## src/rtl/instr_fetch_unit_pkg.sv

```systemverilog
// Shared types and constants for the instruction fetch unit.
package instr_fetch_unit_pkg;

  localparam int unsigned ADDR_W      = 32;
  localparam int unsigned DATA_W      = 32;
  localparam int unsigned INSTR_BYTES = 4;

  localparam logic [ADDR_W-1:0] DEFAULT_RESET_PC = '0;

  typedef enum logic [1:0] {
    ST_RUN   = 2'd0,
    ST_FULL  = 2'd1,
    ST_FAULT = 2'd2
  } fetch_state_e;

  typedef struct packed {
    logic [ADDR_W-1:0] pc;
    logic [DATA_W-1:0] instr;
  } fetch_entry_t;

  // Misaligned or beyond the end of instruction memory.
  function automatic logic pc_is_bad(input logic [ADDR_W-1:0] pc,
                                     input logic [ADDR_W-1:0] limit);
    return (pc[1:0] != 2'b00) || (pc >= limit);
  endfunction

endpackage

```

## src/rtl/instr_fetch_unit_if.sv

```systemverilog
// Fetch-to-decode handshake: head {pc, instr} with valid/ready.
interface instr_fetch_unit_if
  import instr_fetch_unit_pkg::*;
();
  logic              instr_valid;
  logic [DATA_W-1:0] instr;
  logic [ADDR_W-1:0] instr_pc;
  logic              instr_ready;

  modport master (output instr_valid, output instr, output instr_pc, input instr_ready);
  modport slave  (input instr_valid, input instr, input instr_pc, output instr_ready);
endinterface

```

## src/rtl/instr_fetch_unit_fifo.sv

```systemverilog
// Prefetch FIFO of {pc, instr} entries with a registered head that holds its
// last value while empty.
module instr_fetch_unit_fifo
  import instr_fetch_unit_pkg::*;
#(
  parameter int unsigned DEPTH = 4,
  localparam int unsigned PTR_W = $clog2(DEPTH),
  localparam int unsigned CNT_W = PTR_W + 1
) (
  input  logic             clk_i,
  input  logic             rst_i,
  input  logic             push_i,
  input  logic             pop_i,
  input  logic             flush_i,
  input  fetch_entry_t     data_i,
  output logic [CNT_W-1:0] count_o,
  output logic             valid_o,
  output fetch_entry_t     head_o
);

  fetch_entry_t     mem_q [DEPTH];
  logic [PTR_W-1:0] wr_ptr_q, wr_ptr_d;
  logic [PTR_W-1:0] rd_ptr_q, rd_ptr_d;
  logic [CNT_W-1:0] count_q, count_d;
  logic [CNT_W-1:0] kept_c;
  logic             valid_q, valid_d;
  logic             pop_ok_c;
  fetch_entry_t     head_q, head_d;

  // Next head: oldest surviving entry, else the word being written now.
  always_comb begin
    pop_ok_c = pop_i && (count_q != '0);
    kept_c   = count_q - CNT_W'(pop_ok_c);
    wr_ptr_d = wr_ptr_q + PTR_W'(push_i);
    rd_ptr_d = rd_ptr_q + PTR_W'(pop_ok_c);
    count_d  = kept_c + CNT_W'(push_i);
    valid_d  = (count_d != '0);
    head_d   = head_q;
    if (kept_c != '0) begin
      head_d = mem_q[rd_ptr_d];
    end else if (push_i) begin
      head_d = data_i;
    end
    if (flush_i) begin
      wr_ptr_d = '0;
      rd_ptr_d = '0;
      count_d  = '0;
      valid_d  = 1'b0;
      head_d   = head_q;
    end
  end

  always_ff @(posedge clk_i or negedge rst_i) begin
    if (!rst_i) begin
      wr_ptr_q <= '0;
      rd_ptr_q <= '0;
      count_q  <= '0;
      valid_q  <= 1'b0;
      head_q   <= '0;
    end else begin
      wr_ptr_q <= wr_ptr_d;
      rd_ptr_q <= rd_ptr_d;
      count_q  <= count_d;
      valid_q  <= valid_d;
      head_q   <= head_d;
    end
  end

  always_ff @(posedge clk_i) begin
    if (push_i && !flush_i) begin
      mem_q[wr_ptr_q] <= data_i;
    end
  end

  assign count_o = count_q;
  assign valid_o = valid_q;
  assign head_o  = head_q;

endmodule

```

## src/rtl/instr_fetch_unit.sv

```systemverilog
// Instruction fetch: PC generation, prefetch into a small FIFO, branch
// redirect and sticky fetch-fault handling.
module instr_fetch_unit
  import instr_fetch_unit_pkg::*;
#(
  parameter int unsigned       DEPTH     = 4,
  parameter int unsigned       MEM_WORDS = 32,
  parameter logic [ADDR_W-1:0] RESET_PC  = DEFAULT_RESET_PC
) (
  input  logic                clk_i,
  input  logic                rst_i,
  output logic [ADDR_W-1:0]   pc_addr_o,
  input  logic [DATA_W-1:0]   instr_i,
  input  logic                redirect_i,
  input  logic [ADDR_W-1:0]   redirect_pc_i,
  instr_fetch_unit_if.master  dec_if,
  output logic                fetch_err_o
);

  localparam int unsigned       CNT_W     = $clog2(DEPTH) + 1;
  localparam logic [ADDR_W-1:0] MEM_LIMIT = ADDR_W'(MEM_WORDS * INSTR_BYTES);

  fetch_state_e      state_q, state_d;
  logic [ADDR_W-1:0] fetch_pc_q, fetch_pc_d;
  logic              err_q, err_d;
  logic [CNT_W-1:0]  count;
  logic              bad_pc_c, pop_c, push_c, full_c;
  fetch_entry_t      wr_entry, head;

  assign bad_pc_c = pc_is_bad(fetch_pc_q, MEM_LIMIT);
  assign pop_c    = dec_if.instr_valid && dec_if.instr_ready;
  assign full_c   = (count == CNT_W'(DEPTH));
  assign push_c   = (state_q == ST_RUN) && (!full_c || pop_c) && !redirect_i && !bad_pc_c;
  assign wr_entry = '{pc: fetch_pc_q, instr: instr_i};

  // Next state / next PC; redirect overrides everything else.
  always_comb begin
    state_d    = state_q;
    fetch_pc_d = fetch_pc_q;
    if (redirect_i) begin
      state_d    = ST_RUN;
      fetch_pc_d = redirect_pc_i;
    end else begin
      if (push_c) begin
        fetch_pc_d = fetch_pc_q + ADDR_W'(INSTR_BYTES);
      end
      unique case (state_q)
        ST_RUN: begin
          if (bad_pc_c)              state_d = ST_FAULT;
          else if (full_c && !pop_c) state_d = ST_FULL;
        end
        ST_FULL: begin
          if (bad_pc_c)   state_d = ST_FAULT;
          else if (pop_c) state_d = ST_RUN;
        end
        ST_FAULT: state_d = ST_FAULT;
        default:  state_d = ST_RUN;
      endcase
    end
    err_d = (state_d == ST_FAULT);
  end

  always_ff @(posedge clk_i or negedge rst_i) begin
    if (!rst_i) begin
      state_q    <= ST_RUN;
      fetch_pc_q <= RESET_PC;
      err_q      <= 1'b0;
    end else begin
      state_q    <= state_d;
      fetch_pc_q <= fetch_pc_d;
      err_q      <= err_d;
    end
  end

  instr_fetch_unit_fifo #(.DEPTH(DEPTH)) u_fifo (
    .clk_i   (clk_i),
    .rst_i   (rst_i),
    .push_i  (push_c),
    .pop_i   (pop_c),
    .flush_i (redirect_i),
    .data_i  (wr_entry),
    .count_o (count),
    .valid_o (dec_if.instr_valid),
    .head_o  (head)
  );

  assign dec_if.instr    = head.instr;
  assign dec_if.instr_pc = head.pc;
  assign pc_addr_o       = fetch_pc_q;
  assign fetch_err_o     = err_q;

endmodule

```

## src/flat_wrapper.sv

```systemverilog
// flat-port wrapper written by rule: the top's interface ports become plain ports
module instr_fetch_unit_flat import instr_fetch_unit_pkg::*;
#(
  parameter int unsigned       DEPTH     = 4,
  parameter int unsigned       MEM_WORDS = 32,
  parameter logic [ADDR_W-1:0] RESET_PC  = DEFAULT_RESET_PC
)
  (clk_i, rst_i, pc_addr_o, instr_i, redirect_i, redirect_pc_i, fetch_err_o, dec_if_instr_valid, dec_if_instr, dec_if_instr_pc, dec_if_instr_ready);
  instr_fetch_unit_if dec_if_i ();
  input  logic clk_i;
  input  logic rst_i;
  output logic [ADDR_W-1:0] pc_addr_o;
  input  logic [DATA_W-1:0] instr_i;
  input  logic redirect_i;
  input  logic [ADDR_W-1:0] redirect_pc_i;
  output logic fetch_err_o;
  output wire logic [$bits(dec_if_i.instr_valid)-1:0] dec_if_instr_valid;
  output wire logic [$bits(dec_if_i.instr)-1:0] dec_if_instr;
  output wire logic [$bits(dec_if_i.instr_pc)-1:0] dec_if_instr_pc;
  input wire logic [$bits(dec_if_i.instr_ready)-1:0] dec_if_instr_ready;
  assign dec_if_instr_valid = dec_if_i.instr_valid;
  assign dec_if_instr = dec_if_i.instr;
  assign dec_if_instr_pc = dec_if_i.instr_pc;
  assign dec_if_i.instr_ready = dec_if_instr_ready;
  instr_fetch_unit #(.DEPTH(DEPTH), .MEM_WORDS(MEM_WORDS), .RESET_PC(RESET_PC)) u_core (.clk_i(clk_i), .rst_i(rst_i), .pc_addr_o(pc_addr_o), .instr_i(instr_i), .redirect_i(redirect_i), .redirect_pc_i(redirect_pc_i), .dec_if(dec_if_i), .fetch_err_o(fetch_err_o));
endmodule
```

## config.mk

```make
export PLATFORM = sky130hd
export DESIGN_NAME = instr_fetch_unit_flat
export DESIGN_NICKNAME = d
export VERILOG_FILES = /design/src/rtl/instr_fetch_unit_pkg.sv /design/src/rtl/instr_fetch_unit_if.sv /design/src/rtl/instr_fetch_unit_fifo.sv /design/src/rtl/instr_fetch_unit.sv /design/src/flat_wrapper.sv
export SDC_FILE = /design/constraint.sdc
export NUM_CORES = 1
export LEC_CHECK = 0
export ABC_AREA = 1
export ABC_CLOCK_PERIOD_IN_PS = 13800
export CORE_MARGIN = 2
export CORE_UTILIZATION = 30
export CTS_CLUSTER_DIAMETER = 150
export CTS_CLUSTER_SIZE = 25
export DETAILED_ROUTE_END_ITERATION = 7
export PLACE_DENSITY = 0.54
export RECOVER_POWER = 25
export SYNTH_ARGS = -nofsm -noshare
export SYNTH_HDL_FRONTEND = slang
export SYNTH_SLANG_ARGS = --single-unit
```

## constraint.sdc

```tcl
create_clock -name clk_i -period 13.8 [get_ports clk_i]
set_input_delay 2.07 -clock clk_i [delete_from_list [all_inputs] [get_ports clk_i]]
set_output_delay 2.07 -clock clk_i [all_outputs]
set_load 0.01 [all_outputs]
```

Yosys cells after proc, flatten, opt, wreduce, memory -nomap -nowiden
Memory sizes are Yosys's and may differ from the RTL's.
Index checks and enable logic that the tools add are counted.
Operators by class
  equality and inequality tests: 4
  order comparisons: 1
  bitwise operators: 1
  reduce and logical (&&, ||, !) cells: 21
  mux-type cells: 16
  add/sub/neg operators: 5
Operators by type and width (count)
  two-way mux 64 bit: 2
  two-way mux 32 bit: 2
  adder 32 x 3 -> 32 bit, second input constant: 1
  greater-or-equal comparator 32 x 8 -> 1 bit, second input constant: 1
  two-way mux 2 bit: 7
  nonzero test 3 bit: 3
  logical AND 1 bit: 7
  case mux 2 bit (3 select lines): 1
  nonzero test 2 bit: 3
  adder 2 x 1 -> 2 bit: 2
  equality test 2 bit, second input constant: 2
  zero test 1 bit: 4
  adder 3 x 1 -> 3 bit: 1
  equality test 3 bit, second input constant: 1
  two-way mux 1 bit: 3
  two-way mux 3 bit: 1
  subtractor 3 x 1 -> 3 bit: 1
  equality test 2 x 1 -> 1 bit, second input constant: 1
  zero test 2 bit: 1
  logical OR 1 bit: 2
  AND reduction 2 bit: 1
  NOT 1 bit: 1
Word-level totals
  input bits: 68
  register bits: 107
  RAM bits: 256
  word-level logic and storage cells: 58
  memories kept: 1
Memory list
  u_core.u_fifo.mem_q: words 4, width 64, rd ports 1, clocked after Yosys merged registers in 0, wr ports 1, RTL line instr_fetch_unit_fifo.sv:21  | fetch_entry_t mem_q [DEPTH];

Depth between registers and ports, before layout
Gate-level depths: netlist of run 1.
  depth after elaboration: 9
  gate-level depth with buffers: 14

Cells and area by module
Synthesis of run 1 repeated with hierarchy kept, for this count alone.
Unflattened totals
  cell total of the unflattened synthesis: 1633
  area, all modules: 15497.4 µm²
By module, submodules not included
  instr_fetch_unit_fifo: instances 1, cells an instance 1418, area each 13830.8 µm², sequential area each 9489.1 µm²
  instr_fetch_unit: instances 1, cells an instance 215, area each 1666.6 µm², sequential area each 875.8 µm²

Worst setup path after synthesis of run 1
No wires, ideal clock.
  kind: input port to flip-flop
  from: input dec_if_instr_ready
  to: memory u_core.u_fifo.mem_q[0][0] (netlist name) (enable)
  setup slack: 6.168 ns
  arrival time: 7.067 ns
  stages: 7
  required time: 13.235 ns
  setup time: 0.565 ns
  path through: nand2_1 nand4_1 nand2_1 nor2_1 nand2_2 clkbuf_1 nor3_1
Between the ends
  cells in the longest elaborated chain, start to end: 8
RTL lines
  from (decl): RTL line flat_wrapper.sv:20  | input wire logic [$bits(dec_if_i.instr_ready)-1:0] dec_if_instr_ready;
  logical AND 1 bit: RTL line instr_fetch_unit.sv:31  | assign pop_c = dec_if.instr_valid && dec_if.instr_ready;
  logical OR 1 bit: RTL line instr_fetch_unit.sv:33  | assign push_c = (state_q == ST_RUN) && (!full_c || pop_c) && !redirect_i && !bad_pc_c;
  logical AND 1 bit (3 in series): RTL line instr_fetch_unit.sv:33
  logical AND 1 bit: RTL line instr_fetch_unit_fifo.sv:70  | if (push_i && !flush_i) begin
  two-way mux 1 bit: RTL line instr_fetch_unit_fifo.sv:70
  two-way mux 1 bit (not written as such): RTL line instr_fetch_unit_fifo.sv:71  | mem_q[wr_ptr_q] <= data_i;
  to (decl): RTL line instr_fetch_unit_fifo.sv:21
No other way between the ends.

Final worst setup path of run 1
  from: input dec_if_instr_ready
  to: register u_core.u_fifo.head_q (netlist bit u_core.u_fifo.head_o[54])
Between the ends
  cells in the longest elaborated chain, start to end: 7
  elaborated cells on any way between the ends: 13
RTL lines
  logical AND 1 bit (*): RTL line instr_fetch_unit.sv:31
  parallel branches: the longest is 6 deep, another holds subtractor 3 x 1 -> 3 bit
  to (signal assigned): RTL line instr_fetch_unit_fifo.sv:59  | head_q <= '0;
  to (signal assigned): RTL line instr_fetch_unit_fifo.sv:65  | head_q <= head_d;
  to (decl): RTL line instr_fetch_unit_fifo.sv:28  | fetch_entry_t head_q, head_d;
Every way passes the cells marked *.
A chain may end at the register's enable or synchronous reset.

==> impl_results.html, run 1 <==
<table>
<tr><th>Metric</th><th>Value</th></tr>
<tr><th colspan="2">Status</th></tr>
<tr><td>Status</td><td>complete, but fails checks</td></tr>
<tr><td>Failing checks</td><td>max-capacitance violations, max-slew violations</td></tr>
<tr><th colspan="2">Die</th></tr>
<tr><td>Number of primary I/O pins</td><td>166</td></tr>
<tr><td>Core region area</td><td>0.0511 mm^2</td></tr>
<tr><td>Cell Rows</td><td>83</td></tr>
<tr><td>Effective utilization at floorplan</td><td>30.2%</td></tr>
<tr><td>Die width</td><td>231 um</td></tr>
<tr><td>Die Y-Extent</td><td>231 um</td></tr>
<tr><td>Area of the die</td><td>0.0533 mm^2</td></tr>
<tr><th colspan="2">Critical path</th></tr>
<tr><td>Setup slack on the worst flop-to-flop path</td><td>9.85 ns</td></tr>
<tr><td>Depth of the worst register-to-register path</td><td>10</td></tr>
<tr><td>Reg-to-Reg End</td><td>u_core.u_fifo.head_o[54]$_DFFE_PN0P_</td></tr>
<tr><td>Endpoint required time on the critical path</td><td>14.19 ns</td></tr>
<tr><td>Type of element launching the critical path</td><td>input port</td></tr>
<tr><td>CP arrival</td><td>5.96 ns</td></tr>
<tr><td>Crit path capture type</td><td>flip-flop</td></tr>
<tr><td>Origin of the worst setup path</td><td>dec_if_instr_ready</td></tr>
<tr><td>Launch point of the worst reg-to-reg path</td><td>u_core.u_fifo.valid_o$_DFF_PN0_</td></tr>
<tr><td>Worst Setup EP</td><td>u_core.u_fifo.head_o[54]$_DFFE_PN0P_</td></tr>
<tr><td>Kind of critical path</td><td>in -&gt; reg</td></tr>
<tr><td>Worst-path maximum fanout</td><td>65</td></tr>
<tr><th colspan="2">STA</th></tr>
<tr><td>Setup-failing EPs final</td><td>0</td></tr>
<tr><td>Final hold slack</td><td>0.520 ns</td></tr>
<tr><td>Headroom to the max-slew limit</td><td>-157%</td></tr>
<tr><td>Number of slew-limit violations in the final report</td><td>65</td></tr>
<tr><td>Post-route setup slack</td><td>8.23 ns</td></tr>
<tr><td>Clock period minus final worst setup slack</td><td>5.57 ns</td></tr>
<tr><td>Upper clock frequency limit</td><td>0.180 GHz</td></tr>
<tr><td>Period utilization</td><td>40.3%</td></tr>
<tr><td>Post-route setup TNS</td><td>0 ns</td></tr>
<tr><td>Unrepaired setup endpoints after global routing</td><td>false</td></tr>
<tr><td>Clock skew</td><td>0.0285 ns</td></tr>
<tr><td>Hold violation total from the final report</td><td>0</td></tr>
<tr><td>Slew of the pin with the lowest slew margin</td><td>3.86 ns</td></tr>
<tr><th colspan="2">CTS</th></tr>
<tr><td>CTS Sinks</td><td>363</td></tr>
<tr><td>TritonCTS Buffers</td><td>18</td></tr>
<tr><td>Root Buffer</td><td>clkbuf_16</td></tr>
<tr><td>Worst-case clock buffer depth</td><td>3</td></tr>
<tr><td>Depth of the CTS H-tree</td><td>1</td></tr>
<tr><td>TritonCTS clock tree</td><td>yes</td></tr>
<tr><td>Number of buffers inserted by post-CTS setup repair</td><td>0</td></tr>
<tr><td>Number of buffers added to fix hold violations after cts</td><td>0</td></tr>
<tr><td>Worst-Skew Late Latency</td><td>0.53 ns</td></tr>
<tr><td>Clock-pin slew on the worst setup and hold paths</td><td>0.11 ns</td></tr>
<tr><td>PostCTS Resize Cnt</td><td>0</td></tr>
<tr><th colspan="2">Yosys</th></tr>
<tr><td>Distinct cell type count after synthesis</td><td>21</td></tr>
<tr><td>Number of synthesized register bits</td><td>363</td></tr>
<tr><td>Synth Net Count</td><td>1685</td></tr>
<tr><td>EDFF count, synth</td><td>256</td></tr>
<tr><td>Yosys top cell by area</td><td>edfxtp_1</td></tr>
<tr><td>List of most frequent post-synthesis cells</td><td>858 x nand2_1, 256 x edfxtp_1, 107 x dfrtp_1</td></tr>
<tr><td>Proportion of register bits with asynchronous set or reset after synthesis</td><td>29.5%</td></tr>
<tr><td>Post-Synthesis Cell Area</td><td>0.0155 mm^2</td></tr>
<tr><td>Dominant cell by count in the synthesized netlist</td><td>nand2_1</td></tr>
<tr><td>Sequential area share after synthesis</td><td>67.1%</td></tr>
<tr><td>Dominant cells by area after synthesis</td><td>edfxtp_1 50%, nand2_1 21%, dfrtp_1 17%, nand3_1 3.1%, o21ai_0 2.4%</td></tr>
<tr><td>Post-synthesis cell count</td><td>1609</td></tr>
<tr><td>Mapped Avg Cell Area</td><td>9.61 um^2</td></tr>
<tr><td>Top-area cell type share of the netlist area</td><td>49.7%</td></tr>
<tr><td>Synth warn</td><td>0</td></tr>
<tr><td>Most used flip-flop cell after synthesis</td><td>edfxtp_1</td></tr>
<tr><th colspan="2">Route</th></tr>
<tr><td>Final routed DRC violation total</td><td>0</td></tr>
<tr><td>Final Routed Wirelength</td><td>40100 um</td></tr>
<tr><td>Routed vias</td><td>10800</td></tr>
<tr><td>Routed Antenna Nets</td><td>0</td></tr>
<tr><td>Drt initial violations</td><td>596</td></tr>
<tr><td>First-pass DRT Iterations</td><td>5</td></tr>
<tr><td>Routed wire per std cell</td><td>16.6 um</td></tr>
<tr><td>Routed vias/inst</td><td>4.45</td></tr>
<tr><th colspan="2">Place</th></tr>
<tr><td>Minimum setup slack after placement</td><td>7.62 ns</td></tr>
<tr><td>Placed Cells incl. Taps</td><td>2387</td></tr>
<tr><td>Dpl hpwl</td><td>23500 um</td></tr>
<tr><td>Placed Instance Area</td><td>0.0178 mm^2</td></tr>
<tr><td>Gp weighted congestion</td><td>0.732</td></tr>
<tr><td>Count of input and output buffers</td><td>165</td></tr>
<tr><th colspan="2">GRT</th></tr>
<tr><td>Aggregate global-route resource usage</td><td>15.2%</td></tr>
<tr><td>Via count of the first global-routing pass</td><td>10600</td></tr>
<tr><td>First-pass GRT wire length</td><td>63400 um</td></tr>
<tr><td>Grt total ovfl</td><td>0</td></tr>
<tr><td>Number of antenna violations at the first check in global routing</td><td>0</td></tr>
<tr><td>Pin count of the biggest net entering global routing</td><td>85</td></tr>
<tr><th colspan="2">Pwr</th></tr>
<tr><td>Standby leakage power</td><td>7.77 nW</td></tr>
<tr><td>Cell Pwr Density</td><td>123 mW/mm^2</td></tr>
<tr><td>Largest vdd supply drop</td><td>0.0000649 V</td></tr>
<tr><td>Total chip power</td><td>2.25 mW</td></tr>
<tr><th colspan="2">Finish</th></tr>
<tr><td>Final layout net count</td><td>1803</td></tr>
<tr><td>Final cell count without fillers</td><td>2419</td></tr>
<tr><td>ANT cells</td><td>0</td></tr>
<tr><td>End-of-flow core utilization</td><td>35.9%</td></tr>
<tr><td>Share of cells above drive strength 1</td><td>3.05%</td></tr>
<tr><td>Area of all placed cells without fillers</td><td>0.0183 mm^2</td></tr>
<tr><td>Synthesis-to-layout area growth</td><td>18.6%</td></tr>
<tr><th colspan="2">Run</th></tr>
<tr><td>Max Cap Violations</td><td>1</td></tr>
<tr><th colspan="2">Worst hold path</th></tr>
<tr><td>Class of the worst hold path</td><td>reg -&gt; reg</td></tr>
</table>
[sequential cells by signal, summed over array words and instances (netlist names)]
signal	cells
u_core.u_fifo.count_o	3
u_core.u_fifo.wr_ptr_q	2
u_core.u_fifo.valid_o	1
u_core.u_fifo.rd_ptr_q	2
u_core.u_fifo.mem_q	256
u_core.fetch_err_o	1
u_core.u_fifo.head_o	64
u_core.state_q	2
u_core.pc_addr_o	32
[report_power, final]
| group | switching, mW | leakage, nW | internal, mW | total, mW |
|---|---|---|---|---|
| Clock | 0.342 | 0.255 | 0.263 | 0.606 |
| Sequential | 0.0734 | 3.67 | 1.25 | 1.32 |
| Combinational | 0.139 | 3.84 | 0.185 | 0.324 |
[cells in the final DEF, fill, tap and decap left out, drive strengths merged]
master and count:
inv 77, xnor2 4, dfrtp 107, buf 20, nand3 96, ha 8, clkinv 2, edfxtp 256
o21ai 74, nand4 1, nor3 6, dlygate4sd3 4, nand2 860, a31oi 1, xor2 4, clkdlybuf4s50 159
clkbuf 32, nor2 26, a21oi 2
[critical path: stages]
cell and delay (ns):
clkdlybuf4s50_1 0.54, nand2_1 0.14, nor2_1 0.25, ha_1 0.20, ha_1 0.16, xnor2_1 0.21
nand3_4 0.49, nand2_4 0.87, nand2_4 0.66, nand2_1 0.24, nand2_1 0.08
[worst min path at each step]
stage / startpoint / to / cells past startpoint
after global placement: u_core.u_fifo.head_o[40]$_DFFE_PN0P_ / u_core.u_fifo.head_o[40]$_DFFE_PN0P_ / 2
final: u_core.u_fifo.head_o[62]$_DFFE_PN0P_ / u_core.u_fifo.head_o[62]$_DFFE_PN0P_ / 2
after detailed placement: u_core.u_fifo.head_o[61]$_DFFE_PN0P_ / u_core.u_fifo.head_o[61]$_DFFE_PN0P_ / 2
after floorplan: u_core.state_q[1]$_DFF_PN0_ / u_core.state_q[0]$_DFF_PN0_ / 3
after CTS: u_core.u_fifo.head_o[62]$_DFFE_PN0P_ / u_core.u_fifo.head_o[62]$_DFFE_PN0P_ / 2
after global routing: u_core.u_fifo.head_o[57]$_DFFE_PN0P_ / u_core.u_fifo.head_o[57]$_DFFE_PN0P_ / 2
[cell type report]
| class | instances | area [um^2] |
|---|---|---|
| Multi-Input combinational cell | 1082 | 4500 |
| Tap cell | 680 | 851 |
| Clock inverter | 1 | 16.3 |
| Timing Repair Buffer | 184 | 1780 |
| Clock buffer | 31 | 520 |
| Inverter | 78 | 295 |
| Fill cell | 5169 | 32800 |
| Sequential cell | 363 | 10400 |
[metal layers]
| layer | up-vias | track usage [%] | part of all wire [%] |
|---|---|---|---|
| li1 | 5384 | - | - |
| met1 | 5144 | 21.2 | 47 |
| met2 | 216 | 25.6 | 48 |
| met3 | 31 | 2.06 | 4.0 |
| met4 | 0 | 2.30 | 1.4 |
| met5 | - | 0 | 0 |
[kinds of logic after synthesis]
family	synth area share, %
buffers and inverters	4.37
AND/OR/NAND/NOR	24.9
flip-flops	67.1
AO/OA/AOI/OAI	2.50
adder cells (fa/ha/maj)	0.648
XOR/XNOR	0.502
Power figures use the tool's default switching activity.
==> run 2: changes to the inputs <==
--- a/config.mk
+++ b/config.mk
@@ -6,7 +6,7 @@
 export NUM_CORES = 1
 export LEC_CHECK = 0
 export ABC_AREA = 1
-export ABC_CLOCK_PERIOD_IN_PS = 13800
+export ABC_CLOCK_PERIOD_IN_PS = 5700
 export CORE_MARGIN = 2
 export CORE_UTILIZATION = 30
 export CTS_CLUSTER_DIAMETER = 150
==> constraint.sdc (replaced) <==
create_clock -name clk_i -period 5.7 [get_ports clk_i]
set_input_delay 0.855 -clock clk_i [delete_from_list [all_inputs] [get_ports clk_i]]
set_output_delay 0.855 -clock clk_i [all_outputs]
set_load 0.01 [all_outputs]
==> impl_results.html, run 2 (same netlist as run 1, synthesis figures left out) <==
<table>
<tr><th>Metric</th><th>Value</th></tr>
<tr><th colspan="2">Route</th></tr>
<tr><td>First-pass DRT Iterations</td><td>5</td></tr>
<tr><td>Routed vias/inst</td><td>4.48</td></tr>
<tr><td>Drt initial violations</td><td>757</td></tr>
<tr><td>Routed wire per std cell</td><td>16.6 um</td></tr>
<tr><td>Routed vias</td><td>10800</td></tr>
<tr><td>Final routed DRC violation total</td><td>0</td></tr>
<tr><td>Routed Antenna Nets</td><td>0</td></tr>
<tr><td>Final Routed Wirelength</td><td>40200 um</td></tr>
<tr><th colspan="2">Finish</th></tr>
<tr><td>Most frequent cells in the layout</td><td>857 x nand2_1, 256 x edfxtp_1, 158 x clkdlybuf4s50_1</td></tr>
<tr><td>End-of-flow core utilization</td><td>35.9%</td></tr>
<tr><td>Final cell count without fillers</td><td>2420</td></tr>
<tr><td>Filler cells</td><td>5145</td></tr>
<tr><td>Max reg flops</td><td>256</td></tr>
<tr><td>Leading cell type in the layout, fill and taps excluded</td><td>nand2_1</td></tr>
<tr><td>Final layout net count</td><td>1803</td></tr>
<tr><td>Synthesis-to-layout area growth</td><td>18.8%</td></tr>
<tr><td>Share of cells above drive strength 1</td><td>3.05%</td></tr>
<tr><td>Register name with the most flops</td><td>u_core.u_fifo.mem_q</td></tr>
<tr><th colspan="2">GRT</th></tr>
<tr><td>Via count of the first global-routing pass</td><td>10800</td></tr>
<tr><td>Met1 Track Usage GR</td><td>20.1%</td></tr>
<tr><td>Global routing met2 resource utilization</td><td>26.0%</td></tr>
<tr><td>Number of antenna violations at the first check in global routing</td><td>2</td></tr>
<tr><td>Aggregate global-route resource usage</td><td>15.2%</td></tr>
<tr><td>Pin count of the biggest net entering global routing</td><td>86</td></tr>
<tr><td>Grt total ovfl</td><td>0</td></tr>
<tr><td>First-pass GRT wire length</td><td>62900 um</td></tr>
<tr><td>Highest-utilization routing layer at the global route stage</td><td>met2</td></tr>
<tr><td>Met3 usage in global routing</td><td>2.57%</td></tr>
<tr><th colspan="2">STA</th></tr>
<tr><td>Upper clock frequency limit</td><td>0.259 GHz</td></tr>
<tr><td>Setup-failing EPs final</td><td>0</td></tr>
<tr><td>Period utilization</td><td>67.8%</td></tr>
<tr><td>Headroom to the max-slew limit</td><td>-149%</td></tr>
<tr><td>Post-route setup slack</td><td>1.84 ns</td></tr>
<tr><td>Clock period minus final worst setup slack</td><td>3.86 ns</td></tr>
<tr><td>Clock skew</td><td>0.0233 ns</td></tr>
<tr><td>Post-route setup TNS</td><td>0 ns</td></tr>
<tr><td>Slew of the pin with the lowest slew margin</td><td>3.73 ns</td></tr>
<tr><td>Number of slew-limit violations in the final report</td><td>61</td></tr>
<tr><td>Hold violation total from the final report</td><td>0</td></tr>
<tr><td>Unrepaired setup endpoints after global routing</td><td>false</td></tr>
<tr><th colspan="2">Place</th></tr>
<tr><td>Gp weighted congestion</td><td>0.697</td></tr>
<tr><td>Minimum setup slack after placement</td><td>1.62 ns</td></tr>
<tr><td>Placed Cells incl. Taps</td><td>2387</td></tr>
<tr><td>Dpl hpwl</td><td>22700 um</td></tr>
<tr><td>Count of input and output buffers</td><td>165</td></tr>
<tr><th colspan="2">Critical path</th></tr>
<tr><td>Setup slack on the worst flop-to-flop path</td><td>2.47 ns</td></tr>
<tr><td>Launch point of the worst reg-to-reg path</td><td>u_core.pc_addr_o[8]$_DFFE_PN0N_</td></tr>
<tr><td>Depth of the worst register-to-register path</td><td>9</td></tr>
<tr><td>Cell family contributing the most delay on the critical path</td><td>buffers and inverters</td></tr>
<tr><td>Cell type of the slowest stage on the worst timing path</td><td>clkbuf_1</td></tr>
<tr><td>Worst-path maximum fanout</td><td>60</td></tr>
<tr><td>Kind of critical path</td><td>in -&gt; async</td></tr>
<tr><td>Endpoint required time on the critical path</td><td>6.29 ns</td></tr>
<tr><td>CP arrival</td><td>4.45 ns</td></tr>
<tr><td>Reg-to-Reg End</td><td>u_core.u_fifo.head_o[50]$_DFFE_PN0P_</td></tr>
<tr><td>Cells along the critical path</td><td>clkbuf_1 -&gt; buf_4</td></tr>
<tr><td>Type of element launching the critical path</td><td>input port</td></tr>
<tr><td>Crit path capture type</td><td>asynchronous set/reset pin</td></tr>
<tr><td>Largest stage delay, worst path</td><td>2.58 ns</td></tr>
<tr><td>WP buf/inv</td><td>2</td></tr>
<tr><th colspan="2">Die</th></tr>
<tr><td>Core region area</td><td>0.0511 mm^2</td></tr>
<tr><td>Die Y-Extent</td><td>231 um</td></tr>
<tr><td>Die width</td><td>231 um</td></tr>
<tr><td>Number of primary I/O pins</td><td>166</td></tr>
<tr><td>Effective utilization at floorplan</td><td>30.2%</td></tr>
<tr><td>Cell Rows</td><td>83</td></tr>
<tr><td>Area of the die</td><td>0.0533 mm^2</td></tr>
<tr><th colspan="2">Pwr</th></tr>
<tr><td>Largest vdd supply drop</td><td>0.000227 V</td></tr>
<tr><td>Total chip power</td><td>5.44 mW</td></tr>
<tr><td>Cell Pwr Density</td><td>296 mW/mm^2</td></tr>
<tr><td>Standby leakage power</td><td>7.78 nW</td></tr>
<tr><th colspan="2">CTS</th></tr>
<tr><td>Root Buffer</td><td>clkbuf_16</td></tr>
<tr><td>CTS Sinks</td><td>363</td></tr>
<tr><td>Number of buffers added to fix hold violations after cts</td><td>0</td></tr>
<tr><td>TritonCTS clock tree</td><td>yes</td></tr>
<tr><td>Worst-case clock buffer depth</td><td>3</td></tr>
<tr><td>Number of buffers inserted by post-CTS setup repair</td><td>0</td></tr>
<tr><td>Depth of the CTS H-tree</td><td>1</td></tr>
<tr><td>Clock-pin slew on the worst setup and hold paths</td><td>0.09 ns</td></tr>
<tr><td>TritonCTS Buffers</td><td>18</td></tr>
<tr><td>Worst-Skew Late Latency</td><td>0.54 ns</td></tr>
<tr><td>PostCTS Resize Cnt</td><td>0</td></tr>
<tr><th colspan="2">Worst hold path</th></tr>
<tr><td>Worst Hold Depth</td><td>2</td></tr>
<tr><td>Critical hold path startpoint</td><td>u_core.u_fifo.head_o[28]$_DFFE_PN0P_</td></tr>
<tr><td>Destination of the worst hold path</td><td>u_core.u_fifo.head_o[28]$_DFFE_PN0P_</td></tr>
<tr><td>Class of the worst hold path</td><td>reg -&gt; reg</td></tr>
<tr><th colspan="2">Status</th></tr>
<tr><td>Status</td><td>complete, but fails checks</td></tr>
<tr><td>Failing checks</td><td>max-capacitance violations, max-slew violations</td></tr>
<tr><th colspan="2">Run</th></tr>
<tr><td>Max Cap Violations</td><td>1</td></tr>
</table>
[run 2: cell count changes in the layout (fill, tap and decap cells not counted)]
cell	before	now
diode_2	0	1
buf_12	0	3
clkdlybuf4s50_1	159	158
dlygate4sd3_1	4	5
buf_4	19	16
[run 2: report_power, final]
group          switching, mW  total (mW)  internal (mW)
sequential             0.159        3.18           3.02
combinational          0.337       0.786          0.449
clock                  0.837        1.47          0.637
[run 2: worst max path at each step]
| stage | end | from | cells past startpoint | slack, ns |
|---|---|---|---|---|
| detailed placement | u_core.u_fifo.head_o[7]$_DFFE_PN0P_ | dec_if_instr_ready | 14 | 1.62 |
| global route | u_core.u_fifo.head_o[11]$_DFFE_PN0P_ | rst_i | 2 | 1.19 |
| CTS | u_core.u_fifo.head_o[7]$_DFFE_PN0P_ | dec_if_instr_ready | 14 | 2.19 |
| finish | u_core.u_fifo.head_o[25]$_DFFE_PN0P_ | rst_i | 2 | 1.84 |
| floorplan | u_core.u_fifo.mem_q[0][0]$_DFFE_PP_ | dec_if_instr_ready | 7 | -0.72 |
| global placement | u_core.u_fifo.head_o[24]$_DFFE_PN0P_ | dec_if_instr_ready | 14 | 1.69 |
[run 2: per-layer routing]
layer  share of wire (%)  vias up
met5               0.062        -
met4                 2.1        4
met3                 4.3       46
met2                  48      206
met1                  45     5204
li1                    -     5384
[run 2: layout make-up]
class / instances / area [um^2] / area share (%)
diodes: 1 / 2.50 / 0.0136
clock buffers: 31 / 520 / 2.83
clock inverters: 1 / 16.3 / 0.0886
inverters: 78 / 295 / 1.61
multi-input cells: 1082 / 4500 / 24.5
flip-flops and latches: 363 / 10400 / 56.4
well taps: 680 / 851 / 4.63
repair buffers: 184 / 1820 / 9.91
[run 2: worst reg2reg max path, cell delays in order (launching register included)]
cell,delay [ns]
dfrtp_1,0.51
nor2_1,0.15
nand2_1,0.07
nor2_1,0.15
nand2_1,0.16
nor2_2,0.21
nand2_4,0.56
nand2_4,1.01
nand2_1,0.23
nand2_1,0.12
[run 2: per-stage QoR]
step / hold WS (ns) / cell area, um^2
global placement: 0.489 / 17800
detailed placement: 0.493 / 17800
global route: 0.543 / 18400
finish: 0.512 / 18400
CTS: 0.319 / 18400
floorplan: 0.515 / 15500
